$ cat src/rtl/thermo_decoder_gen.sv
// Binary-to-thermometer decoder with a direct path and a self-test sweep FSM; registered output.
// Latency: 1 cycle from input acceptance to out_valid. Back-pressure: out_ready=0 holds the output and drops in_ready.
module thermo_decoder_gen #(
    parameter int BIN_WIDTH    = 5,
    parameter int THERMO_WIDTH = 32,
    parameter int SWEEP_GAP    = 3
) (
    input  logic                    clk,
    input  logic                    rst_n,
    input  logic                    start,
    input  logic [BIN_WIDTH-1:0]    bin_in,
    input  logic                    in_valid,
    output logic                    in_ready,
    output logic [THERMO_WIDTH-1:0] thermo_out,
    output logic                    out_valid,
    input  logic                    out_ready,
    output logic                    busy,
    output logic                    done
);

    typedef enum logic [1:0] {IDLE, EMIT, GAP, DONE} state_t;

    localparam int GAP_W = (SWEEP_GAP > 1) ? $clog2(SWEEP_GAP) : 1;
    localparam logic [GAP_W-1:0]     GAP_LAST = GAP_W'((SWEEP_GAP > 0) ? SWEEP_GAP - 1 : 0);
    localparam logic [BIN_WIDTH-1:0] CNT_MAX  = '1;

    state_t                 state_q, state_d;
    logic [BIN_WIDTH-1:0]   cnt_q;
    logic [GAP_W-1:0]       gap_q;
    logic                   emitted_q;

    logic                   free, accept, dir_load, sweep_load, emit_accept, last;
    logic [BIN_WIDTH-1:0]   sweep_val;

    function automatic logic [THERMO_WIDTH-1:0] decode(input logic [BIN_WIDTH-1:0] v);
        return ~({THERMO_WIDTH{1'b1}} << v);
    endfunction

    // State register
    always_ff @(posedge clk or negedge rst_n) begin
        if (!rst_n) state_q <= IDLE;
        else        state_q <= state_d;
    end

    // Next-state logic
    always_comb begin
        state_d = state_q;
        case (state_q)
            IDLE: if (start) state_d = EMIT;
            EMIT: if (emit_accept) begin
                if (last)               state_d = DONE;
                else if (SWEEP_GAP > 0) state_d = GAP;
                else                    state_d = EMIT;
            end
            GAP:  if (gap_q == GAP_LAST) state_d = EMIT;
            DONE: state_d = IDLE;
            default: state_d = IDLE;
        endcase
    end

    // Output / control logic
    always_comb begin
        busy        = (state_q != IDLE);
        done        = (state_q == DONE);
        free        = !out_valid || out_ready;
        accept      = out_valid && out_ready;
        in_ready    = rst_n && (state_q == IDLE) && !start && free;
        dir_load    = in_valid && in_ready;
        emit_accept = (state_q == EMIT) && emitted_q && accept;
        last        = (cnt_q == CNT_MAX);
        sweep_load  = 1'b0;
        sweep_val   = cnt_q;
        case (state_q)
            EMIT: begin
                if (!emitted_q && free) begin
                    sweep_load = 1'b1;
                end else if (emit_accept && !last && (SWEEP_GAP == 0)) begin
                    // Zero gap: the next code replaces the accepted one in the same cycle.
                    sweep_load = 1'b1;
                    sweep_val  = cnt_q + 1'b1;
                end
            end
            // Loading on the last gap cycle keeps the idle run exactly SWEEP_GAP long.
            GAP:     sweep_load = (gap_q == GAP_LAST);
            default: sweep_load = 1'b0;
        endcase
    end

    always_ff @(posedge clk or negedge rst_n) begin
        if (!rst_n) begin
            cnt_q     <= '0;
            gap_q     <= '0;
            emitted_q <= 1'b0;
        end else begin
            if (state_q == IDLE && start)
                cnt_q <= '0;
            else if (emit_accept && !last)
                cnt_q <= cnt_q + 1'b1;

            if (state_q == GAP && gap_q != GAP_LAST)
                gap_q <= gap_q + 1'b1;
            else
                gap_q <= '0;

            if (sweep_load)
                emitted_q <= 1'b1;
            else if (emit_accept || state_q == IDLE)
                emitted_q <= 1'b0;
        end
    end

    always_ff @(posedge clk or negedge rst_n) begin
        if (!rst_n) begin
            thermo_out <= '0;
            out_valid  <= 1'b0;
        end else if (dir_load) begin
            thermo_out <= decode(bin_in);
            out_valid  <= 1'b1;
        end else if (sweep_load) begin
            thermo_out <= decode(sweep_val);
            out_valid  <= 1'b1;
        end else if (accept) begin
            out_valid  <= 1'b0;
        end
    end

endmodule
$ cat config.mk
export PLATFORM = sky130hd
export DESIGN_NAME = thermo_decoder_gen
export DESIGN_NICKNAME = d
export VERILOG_FILES = /design/src/rtl/thermo_decoder_gen.sv
export SDC_FILE = /design/constraint.sdc
export NUM_CORES = 1
export LEC_CHECK = 0
export ABC_AREA = 1
export ABC_CLOCK_PERIOD_IN_PS = 4600
export CAP_MARGIN = 20
export CORE_UTILIZATION = 30
export CTS_CLUSTER_DIAMETER = 40
export DETAILED_ROUTE_END_ITERATION = 6
export PLACE_DENSITY_LB_ADDON = 0.08
export SYNTH_ARGS = -nofsm -noshare
export SYNTH_HDL_FRONTEND = slang
export SYNTH_SLANG_ARGS = --single-unit
export TNS_END_PERCENT = 5
$ cat constraint.sdc
create_clock -name clk -period 4.6 [get_ports clk]
set_input_delay 0.92 -clock clk [delete_from_list [all_inputs] [get_ports clk]]
set_output_delay 0.92 -clock clk [all_outputs]
set_load 0.1 [all_outputs]
==> results of run 1 <==
==> layout make-up <==
type,instances,share of cell area [%]
timing repair buffer,47,14.0
clock inverter,1,0.154
tap,108,4.15
sequential,42,32.3
multi-input combinational,306,43.5
inverter,28,3.23
clock buffer,7,2.65
==> registers in the layout (all words and copies together), names as in the netlist <==
signal / flops
thermo_out: 31
cnt_q: 5
gap_q: 2
state_q: 2
emitted_q: 1
out_valid: 1
==> cells in the mapped netlist (3+ instances only) <==
| master | n |
|---|---|
| sky130_fd_sc_hd__nand2_2 | 3 |
| sky130_fd_sc_hd__a21oi_1 | 8 |
| sky130_fd_sc_hd__nand2_1 | 162 |
| sky130_fd_sc_hd__ha_1 | 11 |
| sky130_fd_sc_hd__buf_2 | 12 |
| sky130_fd_sc_hd__inv_1 | 26 |
| sky130_fd_sc_hd__nand3_1 | 49 |
| sky130_fd_sc_hd__o21ai_1 | 18 |
| sky130_fd_sc_hd__nor3_1 | 3 |
| sky130_fd_sc_hd__nor2_1 | 26 |
| sky130_fd_sc_hd__clkbuf_1 | 6 |
| sky130_fd_sc_hd__buf_4 | 4 |
| sky130_fd_sc_hd__dfrtp_1 | 42 |
| sky130_fd_sc_hd__o21ai_0 | 18 |
==> kinds of logic after synthesis <==
family / synth area share, %
fa+ha+maj: 5.10
xor+xnor: 0.325
flops: 39.0
simple gates: 38.2
compound gates: 8.72
other cells: 0.139
buf+inv: 8.49
==> critical path, cell delays in order, from the launching register on <==
cell                              delay (ns)
sky130_fd_sc_hd__dfrtp_1                0.43
sky130_fd_sc_hd__inv_1                  0.10
sky130_fd_sc_hd__ha_1                   0.26
sky130_fd_sc_hd__inv_1                  0.08
sky130_fd_sc_hd__clkdlybuf4s50_1        1.13
==> metrics by stage <==
| step | hold WS, ns | std cells | setup WS, ns | cell area, um2 | utilization [%] |
|---|---|---|---|---|---|
| finish | 0.428 | 539 | 1.38 | 3250 | 37.3 |
| global placement | 0.420 | 531 | 1.61 | 3160 | 36.3 |
| floorplan | 0.403 | 399 | 1.89 | 2700 | - |
| detailed placement | 0.424 | 531 | 1.50 | 3160 | 36.3 |
| global route | 0.462 | 539 | 1.28 | 3250 | 37.3 |
| CTS | 0.437 | 539 | 1.37 | 3250 | 37.3 |
==> path summary, 6_finish.rpt <==
check                            from        endpoint  cells past startpoint
max reg2reg                state_q[0]   thermo_out[5]                      8
max in group asynchronous       rst_n  thermo_out[23]                      2
max                        state_q[0]            busy                      4
min in group asynchronous       rst_n   thermo_out[0]                      2
min reg2reg                  gap_q[0]        gap_q[0]                      1
min                          gap_q[0]        gap_q[0]                      1
==> routing by layer <==
metal / vias to the layer above / global-route usage [%] / share of wire [%]
li1: 1324 / - / -
met1: 1169 / 22.9 / 50
met2: 39 / 25.4 / 45
met3: 6 / 2.96 / 3.5
met4: 0 / 4.48 / 1.2
met5: - / 0 / 0
==> power by group <==
part	leakage (uW)	switching (uW)	internal [uW]	total [uW]
Clock	0.0000482	130	121	251
Combinational	0.00105	1140	302	1440
Sequential	0.000572	71.4	489	560
==> impl_metrics.ini, run 1 <==
[logic_synthesis]
syn_avg_cell_area_um2 = 6.76
yosys_warnings = 0
synth-edff-count = 0
ys_dominant_reg_cell = sky130_fd_sc_hd__dfrtp_1
post_synth_inst_count = 399
synthDominantCellAreaShare_pct = 39.0
seq_area_frac_synth_pct = 39.0
synthTopCellsByArea = sky130_fd_sc_hd__dfrtp_1, sky130_fd_sc_hd__nand2_1, sky130_fd_sc_hd__nand3_1
netlist.top_cell.by_area = sky130_fd_sc_hd__dfrtp_1
postSynthRegisterBits = 42
syn_area_um2 = 2700
synth_nets = 420
synth.lib_cells_used.distinct = 23
asyncSetResetFlopFracSynth_pct = 100

[timing]
timing.final.setup_violations = 0
rsz0062_at_grt = false
clock_skew_ns = 0.00419
max_freq_mhz = 310
finalMaxSlewViolations = 0
timing.setup.tns_ns = 0
min_period_over_period_pct = 70.1
final_period_minus_worst_setup_slack_ns = 3.22
worst_pin_slew_ns = 0.972
slew-limit-headroom_pct = 35.0
finalHoldViolCount = 0

[grt]
vias_in_the_first_global_route = 2405
grt_ovf = 0
grt.total_usage_pct = 16.2
antenna_found_initial = 0
grt_first_pass_wirelength_um = 12300
grt_max_degree = 45

[final_layout]
final_cell_mix = sky130_fd_sc_hd__nand2_1, sky130_fd_sc_hd__nand3_1, sky130_fd_sc_hd__dfrtp_1, sky130_fd_sc_hd__clkdlybuf4s50_1
flow.area_growth_from_synthesis_pct = 20.7
layout.cells.most_common = sky130_fd_sc_hd__nand2_1
drive_gt1_share_pct = 4.64
design.final.nets = 451
regArea_um2 = 1050
multi_input_comb_area_um2 = 1420
num_antenna_cells = 0
fill_cells = 959

[die]
start_util_pct = 30.9
area_of_the_die_um2 = 9370
core_area_um2 = 8720
chip_width_um = 96.8
rows = 34
ios = 46
fp.dieH_um = 96.8

[routing]
initial_drc_count = 142
antenna_violating_nets_post_route = 0
vias_per_cell = 4.71
route.final.wire_length_um = 7380
drc = 0
dr.pass1.iters = 4
via_count = 2538
post_drt_wl_per_cell_um = 13.7

[power]
design_power_total_uw = 2250
power.static_leakage_uw = 0.00167
ir_drop_mv = 0.324
power_per_cell_area_nw_per_um2 = 693

[setup_path]
endpoint_kind_of_the_worst_setup_timing_path = output pin
ff2ff_setup_slack_ns = 2.33
crit_path_start_kind = register
critical_path_required_ns = 3.68
worst-setup-path-type = reg -> out
critical_path.max_fanout = 5
arrival_ns = 2.30

[clock_network]
cts_root_buffer = sky130_fd_sc_hd__clkbuf_8
cts_tree = yes
cts-htree-levels = 2
postCtsHoldBufs = 0
cts_repair_resize_count = 0
clock_path_buffers = 2
cts_setup_buffers = 0
worst_skew_pair.late_latency_ns = 0.30
tritoncts_num_sinks = 42
clkTransAtPathRegs_ns = 0.08
cts_buffers = 5

[place]
place.port_buffers = 44
dp_hpwl_um = 5110
globalplace.congestion = 0.839

[worst_hold_path]
timing.hold.worst.class = reg -> reg

[outcome]
run_status = complete, no violations

[job]
maxCapViolations = 0
No activity file was read; power rests on OpenSTA's default activity.
==> run 2, diff against run 1 <==
Settings changed: ABC_CLOCK_PERIOD_IN_PS 4600 to 2600.
Clock period 4.6 ns to 2.6 ns, I/O delays scaled along.
==> impl_metrics.ini, run 2 (synthesis results as in run 1) <==
[power]
power_switching_share_pct = 60.4
ir_drop_mv = 0.666
p_comb_share_pct = 63.2
power_per_cell_area_nw_per_um2 = 1230
power.share.sequential_pct = 25.2
power.static_leakage_uw = 0.00175
net_sw_power_uw = 2380
design_power_total_uw = 3940
cell_internal_power_uw = 1560
power_frac_clock_pct = 11.6

[clock_network]
cts_tree = yes
worst_skew_pair.late_latency_ns = 0.31
cts_setup_buffers = 0
postCtsHoldBufs = 0
tritoncts_num_sinks = 42
cts-htree-levels = 2
cts_repair_resize_count = 0
cts_root_buffer = sky130_fd_sc_hd__clkbuf_8
clock_path_buffers = 2
clkTransAtPathRegs_ns = 0.09
cts_buffers = 5

[final_layout]
flow.area_growth_from_synthesis_pct = 18.8
final_cell_mix = sky130_fd_sc_hd__nand2_1, sky130_fd_sc_hd__nand3_1, sky130_fd_sc_hd__dfrtp_1, sky130_fd_sc_hd__buf_4
num_antenna_cells = 0
drive_gt1_share_pct = 13.1
reg.largest.list = thermo_out x31, cnt_q x5
largest_register = thermo_out
largest_register_ffs = 31
layout.cells.most_common = sky130_fd_sc_hd__nand2_1
design.final.nets = 454

[timing]
clock_skew_ns = 0.00874
finalHoldViolCount = 0
worst_pin_slew_ns = 0.551
timing.setup.tns_ns = 0
rsz0062_at_grt = false
min_period_over_period_pct = 84.4
max_freq_mhz = 456
final_period_minus_worst_setup_slack_ns = 2.19
timing.final.setup_violations = 0
slew-limit-headroom_pct = 63.2
finalMaxSlewViolations = 0

[routing]
vias_per_cell = 4.76
drc = 0
post_drt_wl_per_cell_um = 13.7
initial_drc_count = 93
antenna_violating_nets_post_route = 0
dr.pass1.iters = 4
via_count = 2580
route.final.wire_length_um = 7400

[setup_path]
worstReg2RegStart = state_q[0]
critical_path.max_fanout = 5
arrival_ns = 1.67
worst-setup-path-type = reg -> out
critPathLaunch = state_q[0]
endpoint_kind_of_the_worst_setup_timing_path = output pin
crit_path_start_kind = register
critical_path_required_ns = 2.08

[die]
area_of_the_die_um2 = 9370
rows = 34
chip_width_um = 96.8
ios = 46
start_util_pct = 30.9
fp.dieH_um = 96.8
core_area_um2 = 8720

[grt]
grt_max_degree = 53
grt_first_pass_wirelength_um = 12300
vias_in_the_first_global_route = 2466
grt.total_usage_pct = 16.3
grt_ovf = 0
antenna_found_initial = 0

[worst_hold_path]
timing.hold.worst.class = in -> async

[place]
globalplace.congestion = 0.822
place.port_buffers = 44
dp_hpwl_um = 5200

[outcome]
run_status = complete, no violations

[job]
maxCapViolations = 0
## run 2: layer usage
layer / routed length (um) / global-route usage, % / vias up
li1: - / - / 1329
met3: 212 / 3.47 / 14
met5: 0 / 0 / -
met4: 174 / 6.77 / 0
met2: 3260 / 24.6 / 42
met1: 3760 / 22.6 / 1195
## run 2: power groups by stage
stage          registers (uW)  clock network (uW)  logic [uW]
6_report                  994                 456        2490
5_1_grt                  1020                 500        2630
4_1_cts                   999                 478        2520
3_5_place_dp             1010                   0        2520
3_3_place_gp             1010                   0        2520
2_1_floorplan            2290                   0         718
## run 2: worst max-delay path: stages (launching register included)
cell and delay, ns:
sky130_fd_sc_hd__dfrtp_1 0.44, sky130_fd_sc_hd__inv_1 0.10, sky130_fd_sc_hd__ha_1 0.21, sky130_fd_sc_hd__nand2_1 0.10, sky130_fd_sc_hd__nor2_4 0.13, sky130_fd_sc_hd__nand2_2 0.09, sky130_fd_sc_hd__inv_1 0.10, sky130_fd_sc_hd__buf_12 0.18
## run 2: cell type report
| cell class | count | area [um2] |
|---|---|---|
| clock inverter | 1 | 5.00 |
| tap | 108 | 135 |
| clock buffer | 7 | 86.3 |
| fill | 981 | 5520 |
| sequential | 42 | 1050 |
| timing repair buffer | 50 | 405 |
| multi-input combinational | 306 | 1420 |
| inverter | 28 | 105 |
## run 2: worst paths after layout
check                                      to  slack, ns  cells past startpoint
worst max-delay path                 in_ready       0.41                      7
worst min-delay path                emitted_q       0.36                      2
worst max register to register  thermo_out[3]       0.68                     10
worst min register to register       gap_q[0]       0.43                      1
max in group asynchronous            cnt_q[2]       1.84                      2
min in group clk                     gap_q[0]       0.43                      1
## run 2: per-stage QoR
| step | hold WS [ns] | cells | worst slack (ns) | utilization [%] | area (um2) |
|---|---|---|---|---|---|
| 3_5_place_dp | 0.418 | 534 | 0.389 | 35.7 | 3110 |
| 6_report | 0.364 | 542 | 0.405 | 36.7 | 3200 |
| 2_1_floorplan | 0.224 | 399 | 0.364 | - | 2700 |
| 3_3_place_gp | 0.420 | 534 | 0.440 | 35.7 | 3110 |
| 5_1_grt | 0.402 | 542 | 0.296 | 36.7 | 3200 |
| 4_1_cts | 0.380 | 542 | 0.379 | 36.7 | 3200 |
==> run 3, diff against run 2 <==
Settings changed: ABC_CLOCK_PERIOD_IN_PS 2600 to 1800.
Clock period 2.6 ns to 1.8 ns, I/O delays scaled along.
==> impl_metrics.ini, run 3 (synthesis results as in run 1) <==
[power]
net_sw_power_uw = 3670
ir_drop_mv = 1.12
cell_internal_power_uw = 3260
power_frac_clock_pct = 10.9
power.static_leakage_uw = 0.00197
p_comb_share_pct = 66.4
power_switching_share_pct = 52.9
power_per_cell_area_nw_per_um2 = 1790
power.share.sequential_pct = 22.7

[timing]
max_freq_mhz = 570
worst_pin_slew_ns = 0.558
slew-limit-headroom_pct = 62.8
rsz0062_at_grt = true
clock_skew_ns = 0.00828
final_period_minus_worst_setup_slack_ns = 1.75
min_period_over_period_pct = 97.4
finalHoldViolCount = 0
timing.hold.ws_ns = 0.223
finalMaxSlewViolations = 0
timing.final.setup_violations = 0

[grt]
grt_max_degree = 43
vias_in_the_first_global_route = 2615
grt_ovf = 0
grt_first_pass_wirelength_um = 12500
antenna_found_initial = 0
grt.total_usage_pct = 16.5

[place]
placedCellCount = 546
place_area_um2 = 3680
dp_hpwl_um = 5390
place.port_buffers = 44
globalplace.congestion = 0.881

[die]
start_util_pct = 30.9
area_of_the_die_um2 = 9370
ios = 46
fp.dieH_um = 96.8
rows = 34
chip_width_um = 96.8
core_area_um2 = 8720

[setup_path]
bufs_and_invs_on_worst_path = 3
worstReg2RegStart = state_q[1]
worstSetupPathDepth = 7
worst-r2r-cell-count = 11
endpoint_kind_of_the_worst_setup_timing_path = output pin
cell_type_of_the_slowest_stage_on_the_worst_timing_path = sky130_fd_sc_hd__dfrtp_1
timing.critical_path.cells = inv_2 -> ha_4 -> nand2_4 -> nor2_4 -> nand2_4 -> clkinvlp_4 -> buf_12
worst-setup-path-type = reg -> out
crit_path_start_kind = register
worst_path_most_repeated_cell = sky130_fd_sc_hd__nand2_4
regToRegEndpoint = thermo_out[3]
arrival_ns = 1.39
crit_family = flip-flops
critical-path-max-stage-delay_ns = 0.40
critical_path_required_ns = 1.44
ff2ff_setup_slack_ns = 0.18
critical_path.max_fanout = 2

[routing]
post_drt_wl_per_cell_um = 13.3
vias_per_cell = 4.73
route.final.wire_length_um = 7460
via_count = 2653
drc = 0
dr.pass1.iters = 4
antenna_violating_nets_post_route = 0
initial_drc_count = 161

[final_layout]
num_antenna_cells = 0
layout.cells.non_filler = 561
final_cell_mix = sky130_fd_sc_hd__nand2_1, sky130_fd_sc_hd__nand3_1, sky130_fd_sc_hd__dfrtp_1, sky130_fd_sc_hd__buf_12, sky130_fd_sc_hd__nor2_1
design.final.nets = 473
largest_register = thermo_out
drive_gt1_share_pct = 18.3
fill_cells = 914
reg.largest.list = thermo_out x31, cnt_q x5
largest_register_ffs = 31
layout.cells.most_common = sky130_fd_sc_hd__nand2_1
fin_area_um2 = 3870
flow.area_growth_from_synthesis_pct = 43.5

[worst_hold_path]
timing.hold.worst.class = in -> async

[clock_network]
clock_path_buffers = 2
cts-htree-levels = 2
clkTransAtPathRegs_ns = 0.09
tritoncts_num_sinks = 42
cts_root_buffer = sky130_fd_sc_hd__clkbuf_8
cts_buffers = 5
worst_skew_pair.late_latency_ns = 0.30
postCtsHoldBufs = 0
cts_tree = yes

[outcome]
run_status = complete, no violations

[job]
maxCapViolations = 0
run 3: changes by cell type in the layout (fill, tap and decap cells not counted), moves of 2 or more:
cell,delta
sky130_fd_sc_hd__buf_4,-19
sky130_fd_sc_hd__inv_2,+2
sky130_fd_sc_hd__inv_1,-3
sky130_fd_sc_hd__buf_12,+38
sky130_fd_sc_hd__nand2_4,+2
run 3: worst register-to-register path, cell delays in order, from the launching register on:
cell and delay [ns]:
sky130_fd_sc_hd__dfrtp_1 0.40, sky130_fd_sc_hd__inv_2 0.09, sky130_fd_sc_hd__ha_4 0.15, sky130_fd_sc_hd__nand2_4 0.05
sky130_fd_sc_hd__nor2_4 0.10, sky130_fd_sc_hd__buf_4 0.13, sky130_fd_sc_hd__nand3_4 0.11, sky130_fd_sc_hd__buf_4 0.19
sky130_fd_sc_hd__o21ai_0 0.12, sky130_fd_sc_hd__nand2_1 0.09, sky130_fd_sc_hd__nand2_1 0.06, sky130_fd_sc_hd__nand2_1 0.04
run 3: layer usage:
layer / track usage (%) / wire [um] / vias up
met4: 6.66 / 193 / 0
li1: - / - / 1364
met5: 0 / 0 / -
met1: 21.6 / 3530 / 1216
met3: 3.18 / 287 / 15
met2: 26.8 / 3450 / 58
run 3: through the flow:
step | setup slack [ns] | TNS [ns] | power (uW) | util, %
finish | 0.0463 | 0 | 6940 | 44.4
global route | -0.0181 | -0.0181 | 7260 | 44.4
CTS | 0.0134 | 0 | 6980 | 44.2
detailed placement | 0.0500 | 0 | 6080 | 42.2
global placement | 0.0402 | 0 | 6080 | 42.2
floorplan | -0.0834 | -0.166 | 4350 | -
run 3: area by class of cell:
class                   count  area (um2)  share of cell area (%)
clock inverters             3        40.0                    1.03
clock buffers               5        68.8                    1.78
inverters                  28         109                    2.81
repair buffers             69        1020                    26.4
flip-flops and latches     42        1050                    27.2
multi-input cells         306        1440                    37.2
well taps                 108         135                    3.49
run 3: how the worst max path moves through the flow:
stage / startpoint / to / slack [ns]
2_1_floorplan: state_q[0] / state_q[0] / -0.08
4_1_cts: state_q[1] / in_ready / 0.01
3_5_place_dp: out_ready / thermo_out[4] / 0.05
5_1_grt: state_q[1] / in_ready / -0.02
6_report: state_q[1] / in_ready / 0.05
3_3_place_gp: start / thermo_out[3] / 0.04
run 3: power by group through the flow:
stage | Combinational, uW | Clock [uW] | Sequential [uW]
floorplan | 1040 | 0 | 3310
finish | 4610 | 757 | 1570
CTS | 4610 | 789 | 1580
global placement | 4480 | 0 | 1600
global route | 4830 | 815 | 1610
detailed placement | 4480 | 0 | 1600
run 3: timing repair:
item | CTS | global route
resized for setup | 6 | 1
endpoints found under the setup margin | 1 | 2
buffers inserted | 6 | 1
pin swaps | 2 | 1
